[src/rtl/mmio_uart_tx.sv]
// mmio_uart_tx: snoops the core store bus and transmits bytes written to
// TX_ADDR as asynchronous serial frames on tx. Bytes are buffered in a small
// circular FIFO that an FSM drains back-to-back.
// Optional feature macro: MMIO_UART_TX_PARITY_EN adds an even-parity bit
// (8E1 frames). Without it the frame is 8N1.

module mmio_uart_tx #(
    parameter int unsigned CLKS_PER_BIT = 16,
    parameter int unsigned FIFO_DEPTH   = 8,
    parameter logic [15:0] TX_ADDR      = 16'hFF00
) (
    input  logic                          clk,
    input  logic                          rst,
    input  logic                          WE,
    input  logic [15:0]                   address,
    input  logic [31:0]                   writeData,
    output logic                          tx,
    output logic                          busy,
    output logic [$clog2(FIFO_DEPTH):0]   fifo_count,
    output logic                          fifo_full,
    output logic [7:0]                    drop_count
);

    localparam int PTR_W = $clog2(FIFO_DEPTH);
    localparam int CNT_W = PTR_W + 1;
    localparam logic [15:0]      BAUD_LAST = 16'(CLKS_PER_BIT - 1);
    localparam logic [CNT_W-1:0] DEPTH_CNT = CNT_W'(FIFO_DEPTH);

    typedef enum logic [2:0] {
        IDLE,
        START,
        DATA,
`ifdef MMIO_UART_TX_PARITY_EN
        PARITY,
`endif
        STOP
    } state_t;

    state_t           state;
    logic [15:0]      baud_cnt;
    logic [2:0]       bit_idx;
    logic [7:0]       shift_reg;
`ifdef MMIO_UART_TX_PARITY_EN
    logic             parity_bit;
`endif

    logic [7:0]       mem [FIFO_DEPTH];
    logic [PTR_W-1:0] head;
    logic [PTR_W-1:0] tail;
    logic [CNT_W-1:0] count_next;
    logic [7:0]       head_byte;

    logic             store_hit;
    logic             fifo_empty;
    logic             baud_last;
    logic             pop;
    logic             push;
    logic             drop_evt;
    logic             frame_end;
    logic             next_active;
    logic             unused_store_bits;

    // Only the low byte of a store is transmitted.
    assign unused_store_bits = ^writeData[31:8];

    assign store_hit  = WE && (address == TX_ADDR);
    assign fifo_empty = (fifo_count == '0);
    assign fifo_full  = (fifo_count == DEPTH_CNT);
    assign baud_last  = (baud_cnt == BAUD_LAST);
    assign head_byte  = mem[head];

    // The FSM takes a byte when idle, or when a stop bit ends with more queued.
    assign pop = !fifo_empty && ((state == IDLE) || ((state == STOP) && baud_last));

    // A store into a full FIFO still fits when the FSM pops on the same edge.
    assign push     = store_hit && (!fifo_full || pop);
    assign drop_evt = store_hit && fifo_full && !pop;

    // The FSM returns to IDLE only when a stop bit ends with nothing queued.
    assign frame_end   = (state == STOP) && baud_last && fifo_empty;
    assign next_active = (state == IDLE) ? !fifo_empty : !frame_end;

    // Occupancy after this edge, shared by the FIFO counter and busy.
    always_comb begin
        count_next = fifo_count;
        if (push && !pop) begin
            count_next = fifo_count + CNT_W'(1);
        end else if (!push && pop) begin
            count_next = fifo_count - CNT_W'(1);
        end
    end

    // FIFO storage needs no reset; validity is tracked by the pointers.
    always_ff @(posedge clk) begin
        if (push) begin
            mem[tail] <= writeData[7:0];
        end
    end

    // FIFO pointers, occupancy and saturating overflow counter.
    always_ff @(posedge clk) begin
        if (rst) begin
            head       <= '0;
            tail       <= '0;
            fifo_count <= '0;
            drop_count <= 8'd0;
        end else begin
            if (push) begin
                tail <= tail + PTR_W'(1);
            end
            if (pop) begin
                head <= head + PTR_W'(1);
            end
            fifo_count <= count_next;
            if (drop_evt && (drop_count != 8'hFF)) begin
                drop_count <= drop_count + 8'd1;
            end
        end
    end

    // busy reflects the state the block is entering, so it drops with IDLE.
    always_ff @(posedge clk) begin
        if (rst) begin
            busy <= 1'b0;
        end else begin
            busy <= next_active || (count_next != '0);
        end
    end

    // Frame sequencer; tx is registered here so the line never glitches.
    always_ff @(posedge clk) begin
        if (rst) begin
            state      <= IDLE;
            baud_cnt   <= 16'd0;
            bit_idx    <= 3'd0;
            shift_reg  <= 8'd0;
            tx         <= 1'b1;
`ifdef MMIO_UART_TX_PARITY_EN
            parity_bit <= 1'b0;
`endif
        end else begin
            case (state)
                IDLE: begin
                    baud_cnt <= 16'd0;
                    tx       <= 1'b1;
                    if (!fifo_empty) begin
                        shift_reg  <= head_byte;
`ifdef MMIO_UART_TX_PARITY_EN
                        parity_bit <= ^head_byte;
`endif
                        tx         <= 1'b0;
                        state      <= START;
                    end
                end
                START: begin
                    if (baud_last) begin
                        baud_cnt <= 16'd0;
                        bit_idx  <= 3'd0;
                        tx       <= shift_reg[0];
                        state    <= DATA;
                    end else begin
                        baud_cnt <= baud_cnt + 16'd1;
                    end
                end
                DATA: begin
                    if (baud_last) begin
                        baud_cnt <= 16'd0;
                        if (bit_idx == 3'd7) begin
`ifdef MMIO_UART_TX_PARITY_EN
                            tx    <= parity_bit;
                            state <= PARITY;
`else
                            tx    <= 1'b1;
                            state <= STOP;
`endif
                        end else begin
                            bit_idx   <= bit_idx + 3'd1;
                            tx        <= shift_reg[1];
                            shift_reg <= {1'b0, shift_reg[7:1]};
                        end
                    end else begin
                        baud_cnt <= baud_cnt + 16'd1;
                    end
                end
`ifdef MMIO_UART_TX_PARITY_EN
                PARITY: begin
                    if (baud_last) begin
                        baud_cnt <= 16'd0;
                        tx       <= 1'b1;
                        state    <= STOP;
                    end else begin
                        baud_cnt <= baud_cnt + 16'd1;
                    end
                end
`endif
                STOP: begin
                    if (baud_last) begin
                        baud_cnt <= 16'd0;
                        if (!fifo_empty) begin
                            shift_reg  <= head_byte;
`ifdef MMIO_UART_TX_PARITY_EN
                            parity_bit <= ^head_byte;
`endif
                            tx         <= 1'b0;
                            state      <= START;
                        end else begin
                            tx    <= 1'b1;
                            state <= IDLE;
                        end
                    end else begin
                        baud_cnt <= baud_cnt + 16'd1;
                    end
                end
                default: begin
                    baud_cnt <= 16'd0;
                    tx       <= 1'b1;
                    state    <= IDLE;
                end
            endcase
        end
    end

endmodule

[config.mk]
export PLATFORM = sky130hd
export DESIGN_NAME = mmio_uart_tx
export DESIGN_NICKNAME = d
export VERILOG_FILES = /design/src/rtl/mmio_uart_tx.sv
export SDC_FILE = /design/constraint.sdc
export NUM_CORES = 1
export LEC_CHECK = 0
export CAP_MARGIN = 0
export CORE_MARGIN = 2
export CORE_UTILIZATION = 55
export DETAILED_ROUTE_END_ITERATION = 7
export HOLD_SLACK_MARGIN = 0.1
export PLACE_DENSITY = 0.79
export SLEW_MARGIN = 20
export SYNTH_ARGS = -nofsm -noshare
export SYNTH_HDL_FRONTEND = slang
export SYNTH_SLANG_ARGS = --single-unit
[constraint.sdc]
create_clock -name clk -period 3.25 [get_ports clk]
set_input_delay 0.8125 -clock clk [delete_from_list [all_inputs] [get_ports clk]]
set_output_delay 0.8125 -clock clk [all_outputs]
set_load 0.02 [all_outputs]
# [Yosys cells after proc, flatten, opt, wreduce, memory -nomap -nowiden]
# Memories as Yosys holds them, arrays and structs flattened. A register that Yosys moved wholly into a read port is not among the register bits.
# Cells that the tools add are included.
[totals] register_bits=50 latch_bits=0 mem_bits_rw=64 mem_bits_ro=0 in_bits=51 output_inout_bits=15 memories=1
[classes] n_addsub=7 n_mul=0 div=0 n_lt_le_gt_ge=0 n_eq_ne=14 shift=0 n_mux=29 bitwise_logic=1 reduce_logical=29
[memory_table] memory="mem" words=8 width=8 read_ports=1 rd_ports_with_merged_regs=1 wr=1 line_no="47" text="logic [7:0] mem [FIFO_DEPTH];"
[ops] operator="8-bit 2-to-1 mux" n=4
[ops] operator="3-bit 2-to-1 mux" n=10
[ops] operator="8-bit case mux with 3 select lines" n=1
[ops] operator="16-bit by 1-bit adder with 16-bit output, second input constant" n=1
[ops] operator="16-bit equality test, second input constant" n=1
[ops] operator="16-bit by 4-bit equality test with 1-bit output, second input constant" n=1
[ops] operator="2-bit inequality test, second input constant" n=6
[ops] operator="3-bit case mux with 4 select lines" n=1
[ops] operator="1-bit logical AND" n=10
[ops] operator="3-bit by 1-bit adder with 3-bit output, second input constant" n=3
[ops] operator="1-bit 2-to-1 mux" n=9
[ops] operator="8-bit by 1-bit adder with 8-bit output, second input constant" n=1
[ops] operator="4-bit 2-to-1 mux" n=2
[ops] operator="8-bit inequality test, second input constant" n=1
[ops] operator="4-bit AND reduction" n=2
[ops] operator="3-bit by 2-bit equality test with 1-bit output, second input constant" n=2
[ops] operator="3-bit case mux with 2 select lines" n=1
[ops] operator="3-bit OR reduction" n=2
[ops] operator="1-bit logical NOT" n=5
[ops] operator="5-bit AND reduction" n=1
[ops] operator="4-bit by 1-bit adder with 4-bit output, second input constant" n=1
[ops] operator="4-bit equality test, second input constant" n=1
[ops] operator="4-bit logical NOT" n=1
[ops] operator="1-bit case mux with 4 select lines" n=1
[ops] operator="other kinds (10)" n=12

# [Longest topological paths before layout]
# Gate-level depths: netlist (run 1).
[depth] ltp_word=12 mapped_depth=9

# [Least setup slack after synthesis (run 1)]
# No wires, ideal clock.
[synth_timing] path_type="flip-flop to flip-flop" start="register baud_cnt[12]" end="memory mem[0][0] (enable)" setup_time_ns=0.383 t_arrival_ns=2.589 required_ns=2.867 slack_ns=0.278 stages_incl_launch_ff=6 period_less_slack_ns=2.972 path_cell_list="dfxtp_1 -> or4_4 -> o41a_4 -> a2111oi_4 -> nand2b_2 -> nor3_1"
[synth_via] elab_chain_cells=8
[synth_rtl] item="start, declared" line_no="40" text="logic [15:0] baud_cnt;"
[synth_rtl] item="start signal, assigned" line_no="162" text="baud_cnt <= baud_cnt + 16'd1;"
[synth_rtl] item="start signal, assigned" line_no="182" text="baud_cnt <= baud_cnt + 16'd1;"
[synth_rtl] item="start signal, assigned" line_no="211" text="baud_cnt <= baud_cnt + 16'd1;"
[synth_rtl] item="16-bit by 4-bit equality test with 1-bit output" line_no="69" text="assign baud_last = (baud_cnt == BAUD_LAST);"
[synth_rtl] item="1-bit logical AND" line_no="73" text="assign pop = !fifo_empty && ((state == IDLE) || ((state == STOP) && baud_last));"
[synth_rtl] item="1-bit logical OR" line_no="73"
[synth_rtl] item="1-bit logical AND" line_no="73"
[synth_rtl] item="1-bit logical OR" line_no="76" text="assign push = store_hit && (!fifo_full || pop);"
[synth_rtl] item="1-bit logical AND" line_no="76"
[synth_rtl] item="1-bit 2-to-1 mux" line_no="95" text="if (push) begin"
[synth_rtl] item="1-bit 2-to-1 mux (implied by the code)" line_no="96" text="mem[tail] <= writeData[7:0];"
[synth_rtl] item="end, declared" line_no="47"
# No other way between the ends.

# [Worst setup path in the final report (run 1)]
[layout_timing] start="register fifo_count[1]" end="output port fifo_full"
[layout_via] elab_chain_cells=1
[layout_rtl] item="start, declared" line_no="19" text="output logic [$clog2(FIFO_DEPTH):0] fifo_count,"
[layout_rtl] item="start signal, assigned" line_no="114" text="fifo_count <= count_next;"
[layout_rtl] item="4-bit equality test" line_no="68" text="assign fifo_full = (fifo_count == DEPTH_CNT);"
[layout_rtl] item="end, declared" line_no="20" text="output logic fifo_full,"
# No other way between the ends.

==> results of run 1 <==
through the flow:
step,cells,setup slack [ps],hold slack [ps]
6_report,585,209,465
5_1_grt,585,98.3,478
4_1_cts,585,117,462
3_5_place_dp,553,12.5,447
3_3_place_gp,553,55.5,441
2_1_floorplan,401,278,426
worst reg2reg max path, delay by kind of cell (launching register included):
family                 cells  cell delay (ps)
flip-flops                 1              370
AND/OR/NAND/NOR            3             1110
buffers and inverters      1              190
AO/OA/AOI/OAI              2             1020
logic make-up (layout without fill, tap and decap cells):
| group | after synthesis | after routing | synth area share |
|---|---|---|---|
| multiplexers | 38 | 38 | 0.113 |
| flip-flops | 116 | 116 | 0.576 |
| AND/OR/NAND/NOR | 140 | 140 | 0.142 |
| buffers and inverters | 25 | 98 | 0.0199 |
| adder cells (fa/ha/maj) | 16 | 16 | 0.0387 |
| AO/OA/AOI/OAI | 39 | 39 | 0.0647 |
| XOR/XNOR | 27 | 27 | 0.0460 |
synth_stat cells (3+ instances only):
cell type / count / area share
nand2_1: 22 / 0.016
nor4_1: 5 / 0.0061
nand2b_1: 4 / 0.0049
mux2i_1: 21 / 0.041
mux4_2: 16 / 0.070
nand4_1: 8 / 0.0097
nor3_1: 6 / 0.0058
a211oi_1: 3 / 0.0044
nor2_1: 56 / 0.041
o21ai_0: 11 / 0.011
clkbuf_1: 11 / 0.0080
xor2_1: 16 / 0.027
inv_1: 10 / 0.0073
a21oi_1: 5 / 0.0049
dfxtp_1: 52 / 0.20
nor3b_2: 4 / 0.0097
nand3_1: 12 / 0.012
edfxtp_1: 64 / 0.37
xnor2_1: 11 / 0.019
and3_1: 4 / 0.0049
or4_4: 3 / 0.0066
ha_1: 15 / 0.036
power by group:
part           internal (mW)  switching [mW]  total [mW]  leakage (nW)
clock                  0.937           0.697        1.63         0.246
combinational          0.516           0.557        1.07         0.902
sequential              1.66           0.116        1.78         0.998
cell type report:
type / count / area [µm²] / area share
inverters: 10 / 37.5 / 0.00599
flip-flops and latches: 116 / 2960 / 0.473
multi-input cells: 260 / 2080 / 0.332
clock inverters: 15 / 109 / 0.0174
clock buffers: 17 / 414 / 0.0661
repair buffers: 56 / 523 / 0.0835
well taps: 111 / 139 / 0.0222
layer usage:
| metal | up-vias | GRT usage | part of all wire |
|---|---|---|---|
| li1 | 1604 | - | - |
| met1 | 1611 | 0.266 | 0.41 |
| met2 | 102 | 0.379 | 0.52 |
| met3 | 25 | 0.0513 | 0.043 |
| met4 | 0 | 0.102 | 0.026 |
| met5 | - | 0 | 0 |
timing repair:
action	in CTS	in global routing
resized for setup	0	1
endpoints found under the setup margin	0	1
setup buffers	0	0
path summary, 6_finish.rpt:
kind,from,to,slack (ps),cells past startpoint
max,fifo_count[1],fifo_full,210,5
max reg2reg,baud_cnt[6],mem[2][1],280,6
min reg2reg,baud_cnt[0],baud_cnt[0],460,1
min,baud_cnt[0],baud_cnt[0],460,1
==> results.py, run 1 <==
metrics = {
    "outcome": {
        "status": "finished clean",
    },
    "critical_path": {
        "end_kind": "output pin",
        "crit_arrival_ps": 2230,
        "critPathSlowestCell": "clkdlybuf4s50_1",
        "cp.buffers_inverters": 3,
        "path_class": "register to output pin",
        "crit_fanout": 7,
        "cpLargestDelayFamily": "buffers and inverters",
        "path_cells": "inv_1 -> ha_1 -> nand3b_1 -> inv_2 -> clkdlybuf4s50_1",
        "required_ps": 2440,
        "worst_setup_path_start_kind": "register",
        "critical-path-max-stage-delay_ps": 640,
    },
    "floorplan": {
        "start_util": 0.562,
        "core-area_mm2": 0.00915,
        "die_x_um": 101,
        "die_h_um": 101,
        "rows": 35,
        "die-area_mm2": 0.0101,
        "ioPinCount": 66,
    },
    "sta": {
        "period_needed_ps": 3040,
        "fmax_mhz": 329,
        "finalCritPeriodShare": 0.936,
        "max_slew_margin": 0.443,
        "finalSetupViolCount": 0,
        "slew_violations": 0,
        "finalHoldViolCount": 0,
        "rsz0062_at_grt": "no",
        "tightest_slew_ps": 835,
        "clock_skew_ps": 12.2,
        "tns_ps": 0,
    },
    "grt": {
        "grt_pass1_wl_mm": 16.8,
        "grt_pass1_vias": 3324,
        "antenna_found_initial": 0,
        "grt_max_degree": 35,
        "grt_overflow": 0,
        "grt_usage": 0.222,
    },
    "worst_hold_path": {
        "hold_path.class": "register to register",
    },
    "route": {
        "drc": 0,
        "viasPerCell": 5.71,
        "routed_wl_mm": 10.5,
        "vias": 3342,
        "wl_per_cell_um": 18.0,
        "drt_first_pass_iters": 4,
        "drtIter0Drc": 231,
        "postRouteAntennaNets": 0,
    },
    "clock_network": {
        "cts-hold-fix-buffers": 0,
        "cts_buffer_depth": 2,
        "clk_pin_slew_ps": 60,
        "cts_root_buffer": "clkbuf_8",
        "cts_buffers": 17,
        "htreeDepth": 4,
        "insertion_delay_ps": 520,
        "cts.sinks": 116,
        "cts_tree": "done",
    },
    "logic_synthesis": {
        "ys_seq_elements": 116,
        "netlist_instances": 401,
        "synth_area_mm2": 0.00514,
        "syn_nets": 467,
        "synth_flop_cell": "edfxtp_1",
        "synth-edff-count": 64,
        "yosys_warnings": 0,
        "post_synth.cell_area_avg_um2": 12.8,
        "yosysSeqAreaShare": 0.576,
        "netlist-cell-type-count": 57,
        "async_flop_share": 0,
    },
    "pwr": {
        "totalPowerFinal_mw": 4.49,
        "power_density_mw_per_mm2": 716,
        "leakage_nw": 2.15,
        "max-vdd-ir-drop_mv": 0.573,
    },
    "cells_and_area": {
        "diodes": 0,
        "largest_registers": "mem x64, baud_cnt x16",
        "layout_commonest_cell": "edfxtp_1",
        "drive_above_1_share": 0.181,
        "syn_to_final_growth_pct": 21.8,
        "top_register": "mem",
        "fin_area_mm2": 0.00626,
        "final.fill_count": 610,
        "largest_reg_flops": 64,
        "final_nets": 527,
        "final_cell_mix": "edfxtp_1 (64), nor2_1 (56), dfxtp_1 (52), clkdlybuf4s50_1 (41), nand2_1 (22)",
        "fin_util": 0.684,
    },
    "placement": {
        "routabilityCongestion": 0.856,
        "port_buffers": 41,
        "hpwlAfterDp_mm": 6.61,
        "placed_cell_area_mm2": 0.00574,
    },
    "run": {
        "max_cap_viol_count": 0,
    },
}
No activity file was read; power rests on OpenSTA's default activity.
==> run 2, diff against run 1 <==
--- a/config.mk
+++ b/config.mk
@@ -13,2 +13,3 @@
 export PLACE_DENSITY = 0.79
+export REMOVE_ABC_BUFFERS = 1
 export SLEW_MARGIN = 20
==> constraint.sdc (replaced) <==
create_clock -name clk -period 3.25 [get_ports clk]
set_input_delay 0.65 -clock clk [delete_from_list [all_inputs] [get_ports clk]]
set_output_delay 0.65 -clock clk [all_outputs]
set_load 0.02 [all_outputs]
==> run 2 against run 1 <==
Effect of this change:
- die area unchanged
- utilization up 0.55 points
- total power up 5.4%
- critical path type unchanged
- critical endpoint unchanged
- clock power up 14%
==> results.py, run 2 (synthesized netlist as in run 1, its figures left out) <==
metrics = {
    "critical_path": {
        "path_cells": "inv_1 -> ha_1 -> nand3b_1 -> inv_1 -> clkdlybuf4s50_1",
        "critical-path-max-stage-delay_ps": 680,
        "crit_arrival_ps": 2320,
        "rr_worst_depth": 6,
        "startpoint": "fifo_count[1]",
        "critPathSlowestCell": "clkdlybuf4s50_1",
        "end_kind": "output pin",
        "reg2reg_from": "baud_cnt[6]",
        "crit_fanout": 7,
        "worst_path_most_repeated_cell": "inv_1",
        "ff2ff_setup_slack_ps": 410,
        "worst_setup_path_start_kind": "register",
        "cp.buffers_inverters": 3,
        "cpLargestDelayFamily": "buffers and inverters",
        "required_ps": 2600,
        "path_class": "register to output pin",
        "r2r-end": "mem[1][0]",
    },
    "route": {
        "wl_per_cell_um": 18.0,
        "drc": 0,
        "vias": 3335,
        "drtIter0Drc": 171,
        "drt_first_pass_iters": 4,
        "viasPerCell": 5.73,
        "postRouteAntennaNets": 0,
        "routed_wl_mm": 10.5,
    },
    "clock_network": {
        "cts_resized": 0,
        "insertion_delay_ps": 500,
        "cts_buffer_depth": 2,
        "cts_buffers": 17,
        "cts.sinks": 116,
        "cts_tree": "done",
        "postCtsSetupBuffers": 0,
        "htreeDepth": 4,
        "cts-hold-fix-buffers": 0,
        "cts_root_buffer": "clkbuf_8",
        "clk_pin_slew_ps": 60,
    },
    "placement": {
        "routabilityCongestion": 0.849,
        "dp.cells": 550,
        "hpwlAfterDp_mm": 6.74,
        "port_buffers": 41,
    },
    "sta": {
        "tightest_slew_ps": 801,
        "tns_ps": 0,
        "period_needed_ps": 2970,
        "finalCritPeriodShare": 0.914,
        "fmax_mhz": 337,
        "slew_violations": 0,
        "finalHoldViolCount": 0,
        "rsz0062_at_grt": "no",
        "finalSetupViolCount": 0,
        "clock_skew_ps": 11.0,
        "holdWs_ps": 476,
        "max_slew_margin": 0.466,
    },
    "grt": {
        "grt_usage": 0.221,
        "grt_pass1_vias": 3389,
        "antenna_found_initial": 0,
        "grt_overflow": 0,
        "grt_max_degree": 35,
        "grt_pass1_wl_mm": 16.8,
    },
    "pwr": {
        "max-vdd-ir-drop_mv": 0.493,
        "totalPowerFinal_mw": 4.73,
        "leakage_nw": 2.17,
        "power_density_mw_per_mm2": 749,
    },
    "cells_and_area": {
        "multi_input_area_mm2": 0.00208,
        "syn_to_final_growth_pct": 22.7,
        "final.fill_count": 595,
        "layout.area.seq_mm2": 0.00296,
        "top_register": "mem",
        "drive_above_1_share": 0.178,
        "fin_util": 0.690,
        "final_cell_mix": "edfxtp_1 (64), nor2_1 (56), dfxtp_1 (52), clkdlybuf4s50_1 (41), nand2_1 (22)",
        "diodes": 0,
        "layout_commonest_cell": "edfxtp_1",
        "largest_reg_flops": 64,
        "stdcell_count": 582,
        "final_nets": 524,
        "largest_registers": "mem x64, baud_cnt x16",
    },
    "floorplan": {
        "die-area_mm2": 0.0101,
        "start_util": 0.562,
        "rows": 35,
        "core-area_mm2": 0.00915,
        "ioPinCount": 66,
        "die_x_um": 101,
        "die_h_um": 101,
    },
    "worst_hold_path": {
        "hold_path.class": "register to register",
        "hold_start": "baud_cnt[0]",
        "min_to": "baud_cnt[0]",
        "min_path_cells": 1,
    },
    "outcome": {
        "status": "finished clean",
    },
    "run": {
        "max_cap_viol_count": 0,
    },
}
-- run 2: cell types whose count changed in the layout (fill, tap and decap cells not counted), sizes merged --
cell / previous run / this run
inv: 14 / 21
clkinvlp: 4 / 2
buf: 15 / 12
clkinv: 7 / 0
bufinv: 0 / 2
-- run 2: worst reg2reg max path: cells and delay by family (launching register included) --
kind	cells	cell delay, ps
buf+inv	1	230
flops	1	370
compound gates	2	950
simple gates	3	980
-- run 2: cell type report --
cell class / count / share of cell area
inverter: 10 / 0.00595
timing repair buffer: 53 / 0.0793
tap: 111 / 0.0220
multi-input combinational: 260 / 0.329
clock inverter: 15 / 0.0287
clock buffer: 17 / 0.0656
sequential: 116 / 0.469
-- run 2: how the worst max path moves through the flow --
stage                      to  cells past startpoint  slack, ps
floorplan           mem[0][0]                      5        280
detailed placement  mem[6][5]                      7        250
global placement    mem[2][5]                      7        290
finish              fifo_full                      5        280
global route        fifo_full                      5        200
CTS                 fifo_full                      5        290
-- run 2: layer usage --
| layer | wire length, µm | vias to the layer above | share of wire | global-route usage |
|---|---|---|---|---|
| li1 | - | 1600 | - | - |
| met1 | 4310 | 1649 | 0.41 | 0.261 |
| met2 | 5650 | 74 | 0.54 | 0.397 |
| met3 | 370 | 12 | 0.035 | 0.0451 |
| met4 | 124 | 0 | 0.012 | 0.0801 |
| met5 | 0 | - | 0 | 0 |
-- run 2: report_power, final --
group	leakage (nW)	switching [mW]	internal, mW
logic	0.888	0.570	0.517
clock network	0.289	0.736	1.13
registers	0.998	0.116	1.66
total	2.17	1.42	3.31
-- run 2: stage by stage --
| step | area [µm²] | setup WS, ps |
|---|---|---|
| after floorplan | 5080 | 278 |
| final | 6310 | 279 |
| after global placement | 5720 | 293 |
| after global routing | 6310 | 201 |
| after detailed placement | 5720 | 247 |
| after CTS | 6310 | 287 |
==> run 3, diff against run 2 <==
Settings changed: CAP_MARGIN 0 to default, CORE_MARGIN 2 to default.
==> run 3 against run 2 <==
Effect of this change:
- sequential share of layout area grew 0.28 points
- die area shrank 3.9%
- sequential power hardly changed
- combinational power barely moved
- cell area is 0.59% lower
- fmax increased by 0.67%
- largest cell class unchanged
- via count decreased by 1.7%
- clock skew rose by 4.4 ps
- worst hold slack gained 5.3 ps
- clock power is 6% lower
- critical endpoint unchanged
- utilization rose by 1.6 points
==> results.py, run 3 (synthesized netlist as in run 1, its figures left out) <==
metrics = {
    "route": {
        "postRouteAntennaNets": 0,
        "wl_per_cell_um": 17.2,
        "routed_wl_mm": 9.96,
        "drc": 0,
        "drtIter0Drc": 254,
        "viasPerCell": 5.66,
        "route.met2.wl_mm": 5.13,
        "vias": 3279,
        "top_layer": "met4",
        "met3_length_um": 317,
        "drt_first_pass_iters": 4,
        "wl_met1_mm": 4.39,
    },
    "floorplan": {
        "rows": 34,
        "die_x_um": 98.7,
        "ioPinCount": 66,
        "start_util": 0.579,
        "core-area_mm2": 0.00889,
        "die_h_um": 98.7,
        "die-area_mm2": 0.00974,
    },
    "placement": {
        "dp.cells": 547,
        "hpwlAfterDp_mm": 6.55,
        "pre_cts_ws_ps": 264,
        "routabilityCongestion": 0.802,
        "port_buffers": 41,
    },
    "grt": {
        "grt_pass1_wl_mm": 16.4,
        "grt_pass1_vias": 3280,
        "antenna_found_initial": 0,
        "grt_overflow": 0,
        "grt_max_degree": 35,
        "grt_usage": 0.226,
    },
    "critical_path": {
        "end_kind": "output pin",
        "cpLargestDelayFamily": "buffers and inverters",
        "path_cells": "inv_1 -> ha_1 -> nand3b_1 -> inv_1 -> clkdlybuf4s50_1",
        "path_class": "register to output pin",
        "crit_fanout": 7,
        "critPathSlowestCell": "clkdlybuf4s50_1",
        "cp.buffers_inverters": 3,
        "worst_setup_path_start_kind": "register",
        "crit_arrival_ps": 2300,
        "critical-path-max-stage-delay_ps": 670,
        "worst_path_most_repeated_cell": "inv_1",
        "required_ps": 2600,
    },
    "clock_network": {
        "clk_pin_slew_ps": 60,
        "cts_buffer_depth": 2,
        "cts.sinks": 116,
        "insertion_delay_ps": 510,
        "cts_tree": "done",
        "cts_buffers": 17,
        "postCtsSetupBuffers": 0,
        "cts_resized": 0,
        "cts_root_buffer": "clkbuf_8",
        "htreeDepth": 4,
        "cts-hold-fix-buffers": 0,
    },
    "outcome": {
        "status": "finished clean",
    },
    "sta": {
        "tns_ps": 0,
        "finalHoldViolCount": 0,
        "holdWs_ps": 481,
        "fmax_mhz": 339,
        "period_needed_ps": 2950,
        "max_slew_margin": 0.475,
        "rsz0062_at_grt": "no",
        "tightest_slew_ps": 787,
        "slew_violations": 0,
        "layout_setup_ws_ps": 298,
        "finalCritPeriodShare": 0.908,
        "finalSetupViolCount": 0,
        "clock_skew_ps": 15.4,
    },
    "pwr": {
        "p_seq_frac": 0.386,
        "power_density_mw_per_mm2": 734,
        "leakage_nw": 2.16,
        "max-vdd-ir-drop_mv": 0.402,
        "power_switching_mw": 1.39,
        "p_int_mw": 3.21,
        "clock_power_share": 0.380,
        "swShare": 0.302,
        "p_comb_frac": 0.233,
    },
    "cells_and_area": {
        "layout.area.seq_mm2": 0.00296,
        "final.fill_count": 568,
        "fin_util": 0.706,
        "stdcell_count": 579,
        "drive_above_1_share": 0.178,
        "multi_input_area_mm2": 0.00208,
        "final_nets": 524,
        "largest_registers": "mem x64, baud_cnt x16",
        "syn_to_final_growth_pct": 22.0,
        "largest_reg_flops": 64,
        "top_register": "mem",
        "final_cell_mix": "edfxtp_1 (64), nor2_1 (56), dfxtp_1 (52), clkdlybuf4s50_1 (41), nand2_1 (22)",
        "layout_commonest_cell": "edfxtp_1",
        "diodes": 0,
    },
    "worst_hold_path": {
        "hold_path.class": "register to register",
    },
    "run": {
        "max_cap_viol_count": 0,
    },
}
run 3: cell types whose count changed in the layout (fill, tap and decap cells not counted), sizes merged:
cell / before / now
clkinv: 0 / 6
inv: 21 / 16
bufinv: 2 / 1
run 3: metrics by stage:
stage          cell area [µm²]  power (mW)
2_1_floorplan             5080        2.58
3_3_place_gp              5710        2.84
3_5_place_dp              5710        2.87
4_1_cts                   6280        4.64
5_1_grt                   6280        4.81
6_report                  6280        4.60
run 3: power groups by stage:
stage | clock network, mW | registers [mW] | logic, mW
floorplan | 0 | 1.84 | 0.738
global placement | 0 | 1.80 | 1.03
detailed placement | 0 | 1.81 | 1.07
CTS | 1.78 | 1.78 | 1.08
global route | 1.84 | 1.80 | 1.18
finish | 1.75 | 1.78 | 1.07
run 3: routing by layer:
layer  track usage  up-vias
met3        0.0645       12
met5             0        -
li1              -     1592
met4        0.0838        0
met1         0.277     1622
met2         0.381       53
run 3: layout make-up:
type                    instances  share of cell area
flip-flops and latches        116               0.472
multi-input cells             260               0.331
repair buffers                 53              0.0797
clock buffers                  17              0.0660
clock inverters                15              0.0235
well taps                     108              0.0215
inverters                      10             0.00598
run 3: worst paths after layout:
check	start	cells past startpoint	slack [ps]	end
worst min register to register	bit_idx[1]	2	480	bit_idx[1]
worst max register to register	baud_cnt[4]	6	450	mem[6][4]
worst min-delay path	bit_idx[1]	2	480	bit_idx[1]
worst max-delay path	fifo_count[1]	5	300	fifo_full
run 3: worst min-delay path, stage by stage, from the launching register on:
cell and delay (ps):
dfxtp_1 310, nand2b_1 70, a21oi_1 50
